`config.mk`:
```
export PLATFORM = sky130hd
export DESIGN_NAME = anchor_scheduler_flat
export DESIGN_NICKNAME = d
export VERILOG_FILES = /design/src/rtl/anchor_scheduler_if.sv /design/src/rtl/anchor_scheduler.sv /design/src/flat_wrapper.sv
export SDC_FILE = /design/constraint.sdc
export NUM_CORES = 1
export LEC_CHECK = 0
export BUFFER_PORTS_ARGS = -buffer_cell sky130_fd_sc_hd__buf_4
export CAP_MARGIN = 40
export CORE_UTILIZATION = 50
export DETAILED_ROUTE_END_ITERATION = 7
export HOLD_SLACK_MARGIN = 0.05
export PLACE_DENSITY = 0.83
export SLEW_MARGIN = 20
export SYNTH_ARGS = -nofsm -noshare
export SYNTH_HDL_FRONTEND = slang
export SYNTH_SLANG_ARGS = --single-unit
```
`constraint.sdc`:
```
create_clock -name clk -period 3.8 [get_ports clk]
set_clock_uncertainty 0.2 [all_clocks]
set_input_delay 0.57 -clock clk [delete_from_list [all_inputs] [get_ports clk]]
set_output_delay 0.57 -clock clk [all_outputs]
set_load 0.03 [all_outputs]
```
`src/rtl/anchor_scheduler_if.sv`:
```
// Signal bundle between the anchor scheduler, the line fetcher and the filter controllers.
// The master modport is the scheduler side; the slave modport is the fetcher/filter side.
interface anchor_scheduler_if #(
  parameter int NUM_STAGES = 3
);
  logic                  start;
  logic                  abort;
  logic [NUM_STAGES-1:0] stage_final;
  logic                  fetch_req;
  logic [31:0]           fetch_row;
  logic [31:0]           fetch_col;
  logic                  fetch_done;
  logic                  anchor_moving;
  logic [31:0]           anchor_x;
  logic [31:0]           anchor_y;
  logic                  busy;
  logic                  frame_done;
  logic                  error;

  modport master (
    input  start, abort, stage_final, fetch_done,
    output fetch_req, fetch_row, fetch_col, anchor_moving,
           anchor_x, anchor_y, busy, frame_done, error
  );

  modport slave (
    output start, abort, stage_final, fetch_done,
    input  fetch_req, fetch_row, fetch_col, anchor_moving,
           anchor_x, anchor_y, busy, frame_done, error
  );
endinterface

```
`src/rtl/anchor_scheduler.sv`:
```
// Frame sequencer: walks the filter anchor over the image strip by strip, fetching each
// line segment and holding each move until every filter stage has reported final.
module anchor_scheduler #(
  parameter int ROWS       = 480,
  parameter int STRIPS     = 40,
  parameter int NUM_STAGES = 3,
  parameter int TIMEOUT    = 1023
) (
  input logic                clk,
  input logic                n_rst,
  anchor_scheduler_if.master bus
);

  localparam int TW = (TIMEOUT < 2) ? 1 : $clog2(TIMEOUT + 1);

  typedef enum logic [2:0] {IDLE, PRIME, MOVE, HOLD, RUN, DONE, ERR} state_t;

  state_t                state;
  logic [NUM_STAGES-1:0] mask;
  logic [NUM_STAGES-1:0] mask_next;
  logic [TW-1:0]         timer;
  logic                  fetch_complete;
  logic                  fetch_seen;
  logic                  complete_next;
  logic                  all_final;
  logic                  is_last;
  logic                  timed_out;
  logic [31:0]           next_x;
  logic [31:0]           next_y;

  // Completion looks at this cycle's finals and fetch_done so the move follows one cycle later.
  always_comb begin
    fetch_seen    = bus.fetch_req & bus.fetch_done;
    mask_next     = mask | bus.stage_final;
    complete_next = fetch_complete | fetch_seen;
    all_final     = &mask_next;
    is_last       = (bus.anchor_x == 32'(ROWS - 1)) && (bus.anchor_y == 32'(STRIPS - 1));
    timed_out     = (timer == TW'(TIMEOUT));
    if (bus.anchor_x == 32'(ROWS - 1)) begin
      next_x = '0;
      next_y = bus.anchor_y + 32'd1;
    end else begin
      next_x = bus.anchor_x + 32'd1;
      next_y = bus.anchor_y;
    end
  end

  always_ff @(posedge clk) begin
    if (!n_rst) begin
      state             <= IDLE;
      mask              <= '0;
      timer             <= '0;
      fetch_complete    <= 1'b0;
      bus.fetch_req     <= 1'b0;
      bus.fetch_row     <= '0;
      bus.fetch_col     <= '0;
      bus.anchor_moving <= 1'b0;
      bus.anchor_x      <= '0;
      bus.anchor_y      <= '0;
      bus.busy          <= 1'b0;
      bus.frame_done    <= 1'b0;
      bus.error         <= 1'b0;
    end else begin
      bus.anchor_moving <= 1'b0;
      bus.frame_done    <= 1'b0;
      if (bus.abort && state != IDLE) begin
        state         <= IDLE;
        bus.busy      <= 1'b0;
        bus.fetch_req <= 1'b0;
      end else begin
        case (state)
          IDLE, ERR: begin
            if (state == IDLE) begin
              bus.anchor_x <= '0;
              bus.anchor_y <= '0;
              bus.error    <= 1'b0;
            end
            if (bus.start) begin
              state         <= PRIME;
              bus.busy      <= 1'b1;
              bus.error     <= 1'b0;
              bus.anchor_x  <= '0;
              bus.anchor_y  <= '0;
              bus.fetch_req <= 1'b1;
              bus.fetch_row <= '0;
              bus.fetch_col <= '0;
              timer         <= '0;
            end
          end
          PRIME: begin
            if (fetch_seen) begin
              state             <= MOVE;
              bus.fetch_req     <= 1'b0;
              bus.anchor_moving <= 1'b1;
            end else if (timed_out) begin
              state         <= ERR;
              bus.error     <= 1'b1;
              bus.busy      <= 1'b0;
              bus.fetch_req <= 1'b0;
            end else begin
              timer <= timer + TW'(1);
            end
          end
          MOVE: begin
            state <= HOLD;
          end
          // Stages still show final=1 from idle here, so the mask restarts empty.
          HOLD: begin
            state          <= RUN;
            mask           <= '0;
            timer          <= '0;
            fetch_complete <= is_last;
            bus.fetch_req  <= !is_last;
            bus.fetch_row  <= next_x;
            bus.fetch_col  <= next_y << 4;
          end
          RUN: begin
            mask           <= mask_next;
            fetch_complete <= complete_next;
            if (fetch_seen) begin
              bus.fetch_req <= 1'b0;
            end
            if (all_final && complete_next) begin
              if (is_last) begin
                state          <= DONE;
                bus.frame_done <= 1'b1;
              end else begin
                state             <= MOVE;
                bus.anchor_moving <= 1'b1;
                bus.anchor_x      <= next_x;
                bus.anchor_y      <= next_y;
              end
            end else if (timed_out) begin
              state         <= ERR;
              bus.error     <= 1'b1;
              bus.busy      <= 1'b0;
              bus.fetch_req <= 1'b0;
            end else begin
              timer <= timer + TW'(1);
            end
          end
          DONE: begin
            state    <= IDLE;
            bus.busy <= 1'b0;
          end
          default: begin
            state         <= IDLE;
            bus.busy      <= 1'b0;
            bus.fetch_req <= 1'b0;
          end
        endcase
      end
    end
  end

endmodule

```
`src/flat_wrapper.sv`:
```
// flat-port wrapper written by rule: the top's interface ports become plain ports
module anchor_scheduler_flat 
#(
  parameter int ROWS       = 480,
  parameter int STRIPS     = 40,
  parameter int NUM_STAGES = 3,
  parameter int TIMEOUT    = 1023
)
  (clk, n_rst, bus_start, bus_abort, bus_stage_final, bus_fetch_done, bus_fetch_req, bus_fetch_row, bus_fetch_col, bus_anchor_moving, bus_anchor_x, bus_anchor_y, bus_busy, bus_frame_done, bus_error);
  anchor_scheduler_if #(.NUM_STAGES(NUM_STAGES)) bus_i ();
  input logic clk;
  input logic n_rst;
  input wire logic [$bits(bus_i.start)-1:0] bus_start;
  input wire logic [$bits(bus_i.abort)-1:0] bus_abort;
  input wire logic [$bits(bus_i.stage_final)-1:0] bus_stage_final;
  input wire logic [$bits(bus_i.fetch_done)-1:0] bus_fetch_done;
  output wire logic [$bits(bus_i.fetch_req)-1:0] bus_fetch_req;
  output wire logic [$bits(bus_i.fetch_row)-1:0] bus_fetch_row;
  output wire logic [$bits(bus_i.fetch_col)-1:0] bus_fetch_col;
  output wire logic [$bits(bus_i.anchor_moving)-1:0] bus_anchor_moving;
  output wire logic [$bits(bus_i.anchor_x)-1:0] bus_anchor_x;
  output wire logic [$bits(bus_i.anchor_y)-1:0] bus_anchor_y;
  output wire logic [$bits(bus_i.busy)-1:0] bus_busy;
  output wire logic [$bits(bus_i.frame_done)-1:0] bus_frame_done;
  output wire logic [$bits(bus_i.error)-1:0] bus_error;
  assign bus_i.start = bus_start;
  assign bus_i.abort = bus_abort;
  assign bus_i.stage_final = bus_stage_final;
  assign bus_i.fetch_done = bus_fetch_done;
  assign bus_fetch_req = bus_i.fetch_req;
  assign bus_fetch_row = bus_i.fetch_row;
  assign bus_fetch_col = bus_i.fetch_col;
  assign bus_anchor_moving = bus_i.anchor_moving;
  assign bus_anchor_x = bus_i.anchor_x;
  assign bus_anchor_y = bus_i.anchor_y;
  assign bus_busy = bus_i.busy;
  assign bus_frame_done = bus_i.frame_done;
  assign bus_error = bus_i.error;
  anchor_scheduler #(.ROWS(ROWS), .STRIPS(STRIPS), .NUM_STAGES(NUM_STAGES), .TIMEOUT(TIMEOUT)) u_core (.clk(clk), .n_rst(n_rst), .bus(bus_i));
endmodule
```
==> results_dict.tcl <==
set metrics [dict create \
    status "finished, violations left" \
    violations "DRC" \
    drc 11 \
    clock_latency_ns 0.43 \
    power.density_mw_per_mm2 378 \
    cts_tree "yes" \
    critPathBufInv 1 \
    first_pass_iters 8 \
    finalHoldViolCount 0 \
    synth_flop_cell "dfxtp_1" \
    dp_hpwl_microns 14900 \
    htreeDepth 4 \
    period_needed_ns 3.10 \
    instances_no_fill 1243 \
    n_fill_cell 1231 \
    grt_usage 0.272 \
    final-max-slew-violation-count 0 \
    fin_hold_ws_ns 0.209 \
    cts-root-buf "clkbuf_16" \
    synth_enable_flop_cells 0 \
    async_reset_ff_frac 0 \
    power.total_uw 3540 \
    crit_chain "or3b_1 -> nor2_4 -> nand3_2 -> nor2_2 -> buf_12 -> a21oi_1 -> o21ai_1" \
    mostFrequentLayoutCells "buf_4, dfxtp_1, nand2_1" \
    period_share 0.816 \
    cts_max_path_buffers 2 \
    grt_pass1_vias 6746 \
    wl_per_cell_microns 17.2 \
    rsz0062_at_grt "no" \
    final.setup.tns_ns 0 \
    drive_gt1_frac 0.206 \
    critPathMaxFanout 25 \
    fin_nets 1058 \
    seq_power_share 0.437 \
    multi_input_area_sq_mm 0.00427 \
    start_kind "flop" \
    crit_family "simple AND/OR/NAND/NOR gates" \
    post_cts_buffers 0 \
    numPortBuffers 136 \
    io-pin-count 141 \
    cts_buffers 17 \
    design_area_sq_mm 0.00936 \
    max-cap-violations 0 \
    critPathRequiredTime_ns 3.96 \
    avgSynthCellArea_sq_um 8.15 \
    switching_share 0.215 \
    cpMaxStageDelayCell "dfxtp_1" \
    grt_pass1_wl_microns 34500 \
    die_h_microns 126 \
    postCtsResizedCells 0 \
    dp.cells 1211 \
    die_width_microns 126 \
    diodes 0 \
    regArea_sq_mm 0.00292 \
    leakage_uw 0.00342 \
    num_rows 44 \
    pwr-share-comb 0.043 \
    ant_nets 0 \
    synth_seq_area_share 0.383 \
    fmax_mhz 323 \
    yosys_warnings 0 \
    initial_utilization 0.519 \
    vdd_drop_max_v 0.000332 \
    die-area_sq_mm 0.0158 \
    tightest_slew_ns 0.787 \
    endpoint_kind "flop" \
    routed_wl_microns 21400 \
    synthCells 937 \
    place_congestion 0.886 \
    gr-total-overflow 0 \
    place_area_sq_mm 0.00870 \
    vias 7477 \
    drt_iter0_markers 813 \
    cts_hold_buf 0 \
    cts.reportedPaths.clkPinSlew_ns 0.06 \
    slew_headroom 0.470 \
    synthesis.area_sq_mm 0.00763 \
    core_sq_mm 0.0147 \
    area_growth_pct 22.6 \
    clkSinkCount 146 \
    clkPwrFrac 0.520 \
    netlist-cell-type-count 79 \
    antenna_found_initial 0 \
    setup_viol 0 \
    viasPerCell 6.02 \
    hp-class "in2reg" \
    ys_seq_elements 146 \
    final_common_cell "buf_4" \
    arrival_ns 3.26 \
    p_int_uw 2780 \
    cp_slowest_stage_delay_ns 0.72 \
    grt_max_degree 39 \
    switching_power_uw 760 \
    worstSetupPathType "reg2reg" \
]
final timing paths:
kind	startpoint	to	slack, ns	cells after the start
worst min-delay path	bus_stage_final[0]	u_core.mask[0]$_SDFFE_PN0P_	0.21	3
worst max register to register	u_core.state[2]$_SDFFE_PP0P_	u_core.bus.anchor_y[25]$_SDFFE_PN0P_	0.70	7
worst min register to register	u_core.bus.fetch_col[6]$_SDFFE_PN0P_	u_core.bus.fetch_col[6]$_SDFFE_PN0P_	0.25	2
worst max-delay path	u_core.state[2]$_SDFFE_PP0P_	u_core.bus.anchor_y[25]$_SDFFE_PN0P_	0.70	7
metrics by stage:
step | setup slack (ns) | util
4_1_cts | 0.753 | 0.636
2_1_floorplan | 1.06 | -
6_report | 0.700 | 0.636
5_1_grt | 0.465 | 0.636
3_3_place_gp | 0.833 | 0.590
3_5_place_dp | 0.780 | 0.592
synthesized netlist by cell type (11+ instances only):
library cell    n  area [sq um]
nand2_1        98           368
xnor2_1        56           490
nand4_1        19           119
dfxtp_1       146          2920
xor2_1         11          96.3
nor2_1         70           263
and4_1         14           123
a21oi_1        58           290
nor4_1         24           150
a22oi_1        19           143
clkbuf_1       31           116
buf_2          16          80.1
or3_1          28           175
o21ai_0        69           345
o21ai_1        25           125
nand3_1        46           230
and3_1         11          68.8
inv_1          32           120
nor3_1         37           185
routing by layer:
metal / global-route usage / wire length, microns
met2: 0.421 / 9760
met1: 0.367 / 9120
met3: 0.0569 / 1970
met5: 0 / 0
met4: 0.115 / 501
layout make-up:
class,count,area share
tap,184,0.0246
clock inverter,9,0.0191
sequential,146,0.312
multi-input combinational,699,0.457
inverter,32,0.0128
timing repair buffer,151,0.125
clock buffer,22,0.0496
sequential cells by signal, summed over array words and instances, names as in the netlist, 3 cells and up:
signal                cells
u_core.state              3
u_core.timer             10
u_core.bus.fetch_row     32
u_core.mask               3
u_core.bus.anchor_x      32
u_core.bus.anchor_y      32
u_core.bus.fetch_col     28
worst register-to-register path, cell delays in order, from the launching register on:
cell and delay [ns]:
dfxtp_1 0.72, or3b_1 0.61, nor2_4 0.27, nand3_2 0.26, nor2_2 0.49, buf_12 0.24
a21oi_1 0.11, o21ai_1 0.13
kinds of logic after synthesis:
family / share of synthesized area
xor+xnor: 0.0769
other cells: 0.000491
compound gates: 0.177
fa+ha+maj: 0.00492
simple gates: 0.287
flops: 0.383
buf+inv: 0.0593
mux: 0.0110
power by group through the flow:
| stage | sequential [uW] | clock, uW | combinational, uW |
|---|---|---|---|
| global placement | 1580 | 0 | 146 |
| global route | 1550 | 1920 | 164 |
| finish | 1550 | 1840 | 152 |
| CTS | 1540 | 1850 | 150 |
| detailed placement | 1580 | 0 | 148 |
| floorplan | 1580 | 0 | 110 |
(Power assumes the default switching activity.)
